File: src/rtl/riscv_structures.sv
// rtl/riscv_structures.sv - shared pipeline register types and constants
package riscv_structures;

  // Canonical bubble: addi x0,x0,0
  localparam logic [31:0] NOP_INSTR = 32'h0000_0013;

  typedef struct packed {
    logic        valid;
    logic [31:0] pc;
    logic [31:0] pc_plus4;
    logic [31:0] instr;
  } if_id_t;

endpackage

File: src/rtl/if_id_reg.sv
// rtl/if_id_reg.sv - IF/ID pipeline register with bubble/hold/load priority
module if_id_reg
  import riscv_structures::if_id_t;
#(
  parameter logic [31:0] NOP_INSTR = riscv_structures::NOP_INSTR
) (
  input  logic        clk,
  input  logic        rst,
  input  logic        stall,
  input  logic        bubble,
  input  logic [31:0] fetch_pc,
  input  logic [31:0] fetch_instr,
  output if_id_t      q
);

  if_id_t empty_entry;
  if_id_t load_entry;

  always_comb begin
    empty_entry          = '0;
    empty_entry.instr    = NOP_INSTR;
    load_entry.valid     = 1'b1;
    load_entry.pc        = fetch_pc;
    load_entry.pc_plus4  = fetch_pc + 32'd4;
    load_entry.instr     = fetch_instr;
  end

  // Bubble beats stall so a redirect/flush never leaves a wrong-path word held.
  always_ff @(posedge clk) begin
    if (rst || bubble) begin
      q <= empty_entry;
    end else if (!stall) begin
      q <= load_entry;
    end
  end

endmodule

File: src/rtl/fetch_stage.sv
// rtl/fetch_stage.sv - PC register, next-PC selection and IF/ID capture
module fetch_stage
  import riscv_structures::if_id_t;
#(
  parameter logic [31:0] RESET_PC  = 32'h0000_0000,
  parameter logic [31:0] NOP_INSTR = riscv_structures::NOP_INSTR
) (
  input  logic        clk,
  input  logic        rst,
  input  logic        stall,
  input  logic        flush,
  input  logic        redirect_valid,
  input  logic [31:0] redirect_target,
  output logic [31:0] imem_addr,
  input  logic [31:0] imem_rdata,
  output logic        id_valid,
  output logic [31:0] id_pc,
  output logic [31:0] id_pc_plus4,
  output logic [31:0] id_instr
);

  logic [31:0] pc_q;
  logic [31:0] next_pc;
  if_id_t      if_id_q;
  logic        unused_target_lsbs;

  assign unused_target_lsbs = ^redirect_target[1:0];

  // Redirect overrides stall: the resolved branch must not be lost.
  always_comb begin
    next_pc = pc_q + 32'd4;
    if (redirect_valid) begin
      next_pc = {redirect_target[31:2], 2'b00};
    end else if (stall) begin
      next_pc = pc_q;
    end
  end

  always_ff @(posedge clk) begin
    if (rst) begin
      pc_q <= RESET_PC;
    end else begin
      pc_q <= next_pc;
    end
  end

  assign imem_addr = pc_q;

  if_id_reg #(
    .NOP_INSTR (NOP_INSTR)
  ) u_if_id_reg (
    .clk         (clk),
    .rst         (rst),
    .stall       (stall),
    .bubble      (flush | redirect_valid),
    .fetch_pc    (pc_q),
    .fetch_instr (imem_rdata),
    .q           (if_id_q)
  );

  assign id_valid    = if_id_q.valid;
  assign id_pc       = if_id_q.pc;
  assign id_pc_plus4 = if_id_q.pc_plus4;
  assign id_instr    = if_id_q.instr;

endmodule

File: config.mk
export PLATFORM = sky130hd
export DESIGN_NAME = fetch_stage
export DESIGN_NICKNAME = d
export VERILOG_FILES = /design/src/rtl/riscv_structures.sv /design/src/rtl/if_id_reg.sv /design/src/rtl/fetch_stage.sv
export SDC_FILE = /design/constraint.sdc
export NUM_CORES = 1
export LEC_CHECK = 0
export ABC_CLOCK_PERIOD_IN_PS = 2700
export CAP_MARGIN = 5
export CORE_MARGIN = 10
export CORE_UTILIZATION = 47
export CTS_BUF_LIST = sky130_fd_sc_hd__clkbuf_4
export DETAILED_ROUTE_END_ITERATION = 10
export PLACE_DENSITY = 0.92
export SYNTH_ARGS = -nofsm -noshare
export SYNTH_HDL_FRONTEND = slang
export SYNTH_HIERARCHICAL = 1
export SYNTH_SLANG_ARGS = --single-unit
File: constraint.sdc
create_clock -name clk -period 2.7 [get_ports clk]
set_input_delay 0.675 -clock clk [delete_from_list [all_inputs] [get_ports clk]]
set_output_delay 0.675 -clock clk [all_outputs]
set_load 0.01 [all_outputs]
==> impl_metrics.csv <==
group,metric,value,unit
critical_path,path_delay_family,"buffers and inverters",
grt,grt_overflow,0,
cells_and_area,drive_above_1_share,9.57,%
floorplanning,dieArea,0.0168,sq mm
floorplanning,coreArea,0.0119,sq mm
cells_and_area,final_common_cell,"clkdlybuf4s50_1",
grt,track_usage,21.2,%
critical_path,cp.required,2030,ps
sta,period_needed,2510,ps
synth,synth_area_per_cell,8.95,sq um
clocking,htree_levels,4,
critical_path,crit_chain,"buf_4, clkdlybuf4s50_1",
synth,synth_top_cell_area_share,44.2,%
critical_path,critPathMaxStageDelay,550,ps
synth,synth_top_area_cell,"dfxtp_1",
sta,maxSlewViolCount,0,
synth,synthFlopType,"dfxtp_1",
grt,grt_pass1_vias,5610,
placement,place_area,0.00791,sq mm
clocking,postCtsSetupBuffers,0,
clocking,clk_pin_slew,110,ps
route,drtIter0Drc,551,
synth,synth.distinct_cells,50,
synth,synth-seq-cells,125,
grt,antenna_found_initial,1,
floorplanning,floorplan.initialDensity,47.5,%
power_and_ir_drop,ir_worst_vdd,0.422,mV
cells_and_area,area_growth,45.4,%
critical_path,critPathLaunchType,"flip-flop",
critical_path,cp.arrival,1840,ps
critical_path,worst_setup_path_end_kind,"output pin",
sta,rsz0062_at_grt,"no",
route,vias,5748,
sta,finalCritPeriodShare,93.0,%
critical_path,path_buf_inv,2,
power_and_ir_drop,p_leak,3.02,nW
route,via_per_inst,5.71,
placement,dp_hpwl,13700,um
power_and_ir_drop,switchingPower,1.04,mW
cells_and_area,final_cells,1006,
grt,grt_start_max_net_pins,80,
synth,syn_inst,632,
cells_and_area,nFillCells,953,
synth,synthArstFlopShare,0,%
min_path,min-delay-path-class,"reg2reg",
power_and_ir_drop,combPwrFrac,15.4,%
placement,dp_cells,972,
clocking,cts_tree,"done",
floorplanning,die_w,130,um
floorplanning,rows,40,
synth,yosys_warnings,6,
synth,syn_area,0.00566,sq mm
run_status,status,"complete, no violations",
cells_and_area,finish.instance_area,0.00822,sq mm
clocking,cts_buffer_depth,2,
sta,fmax,0.398,GHz
grt,grt_pass1_wl,28500,um
sta,finalClockSkew,14.0,ps
flow_run,cap_violations,0,
critical_path,critical_path_class,"reg2out",
sta,tightestPinTransition,641,ps
clocking,cts_resized,0,
cells_and_area,layout_common_cells,"clkdlybuf4s50_1, dfxtp_1, nor2_1",
floorplanning,die_y,130,um
cells_and_area,nets,915,
synth,synth-seq-area-share,44.2,%
critical_path,cp_slowest_cell,"dfxtp_1",
power_and_ir_drop,swShare,26.0,%
clocking,root_buffer,"clkbuf_4",
power_and_ir_drop,p_seq_share,49.1,%
route,drt-wirelength-per-cell,18.4,um
critical_path,cp_max_fo,9,
placement,port_buffers,193,
clocking,cts_made_buffers,17,
power_and_ir_drop,clockPowerShare,35.6,%
clocking,clk_latency,520,ps
placement,place.gp.congestion,0.877,
sta,setup_violations,0,
clocking,cts_sinks,125,
power_and_ir_drop,p_per_area,484,mW/mm^2
sta,fin_tns_setup,0,ps
clocking,hold_buffers,0,
sta,max_slew_margin,56.9,%
route,drc,0,
route,first_pass_iters,5,
synth,synth_enable_flop_cells,0,
synth,yosys-top-cells-area,"dfxtp_1, mux2i_1, nor2_1",
route,drt_wl_total,18500,um
route,ant_nets,0,
floorplanning,ios,198,
power_and_ir_drop,p_int,2.95,mW
sta,timing_hold_violations_final,0,
power_and_ir_drop,fin_total_pwr,3.98,mW
==> kinds of logic after synthesis <==
| logic type | synth area share (%) |
|---|---|
| xor+xnor | 5.11 |
| mux | 10.8 |
| fa+ha+maj | 0.442 |
| other cells | 0.0663 |
| simple gates | 23.0 |
| flops | 44.2 |
| compound gates | 12.6 |
| buf+inv | 3.72 |
==> power by group through the flow <==
stage,registers (mW),logic (mW),clock network (mW)
finish,1.95,0.612,1.42
global route,1.96,0.659,1.52
CTS,1.95,0.610,1.45
detailed placement,1.99,0.607,0
global placement,1.99,0.595,0
floorplan,2.04,0.224,0
==> flip-flops by register name, summed over array words and instances, names as in the netlist <==
register / count
u_if_id_reg/q: 95
imem_addr: 30
==> worst register-to-register path: cells and delay by family, from the launching register on <==
family / cells / cell delay, ps
AOI/OAI and AO/OA: 1 / 280
adders and majority gates: 1 / 240
buffers and inverters: 1 / 170
DFF: 1 / 410
and+or+nand+nor: 3 / 1300
==> layout make-up <==
| class | instances | area, sq um | share of cell area (%) |
|---|---|---|---|
| diodes | 2 | 5.00 | 0.0609 |
| clock buffers | 18 | 135 | 1.64 |
| clock inverters | 14 | 175 | 2.13 |
| inverters | 6 | 22.5 | 0.274 |
| multi-input cells | 461 | 2950 | 35.9 |
| flip-flops and latches | 125 | 2500 | 30.4 |
| well taps | 147 | 184 | 2.24 |
| repair buffers | 233 | 2240 | 27.3 |
==> per-stage QoR <==
step	setup WS, ps	utilization, %	hold slack, ps
finish	190	69.0	480
global route	96.6	69.0	495
CTS	163	69.0	483
detailed placement	87.6	66.4	460
global placement	165	66.4	435
floorplan	347	-	486
==> synth_stat cells (all sizes together), types with 10 or more instances <==
cell type / n
mux2i: 61
nor4: 10
xor2: 12
o21ai: 27
a211oi: 15
clkbuf: 29
nor3: 11
nor2b: 10
xnor2: 21
a21oi: 35
nor2: 101
nand4: 21
buf: 14
nand2: 31
a311oi: 14
and3: 11
nand3: 17
dfxtp: 125
==> final timing paths <==
| check | end | cells past startpoint | slack [ps] | from |
|---|---|---|---|---|
| worst max-delay path | imem_addr[10] | 2 | 190 | imem_addr[10] |
| worst min-delay path | u_if_id_reg/q[1] | 2 | 480 | u_if_id_reg/q[1] |
| worst min register to register | u_if_id_reg/q[1] | 2 | 480 | u_if_id_reg/q[1] |
| worst max register to register | imem_addr[28] | 6 | 220 | imem_addr[3] |
==> metal layers <==
layer / track usage [%] / vias to the layer above / wire, um
li1: - / 2726 / -
met1: 24.5 / 2712 / 7080
met2: 35.5 / 271 / 9290
met3: 5.96 / 39 / 1600
met4: 10.2 / 0 / 523
met5: 0 / - / 0
Note: power is estimated with default switching activity, not from simulation.
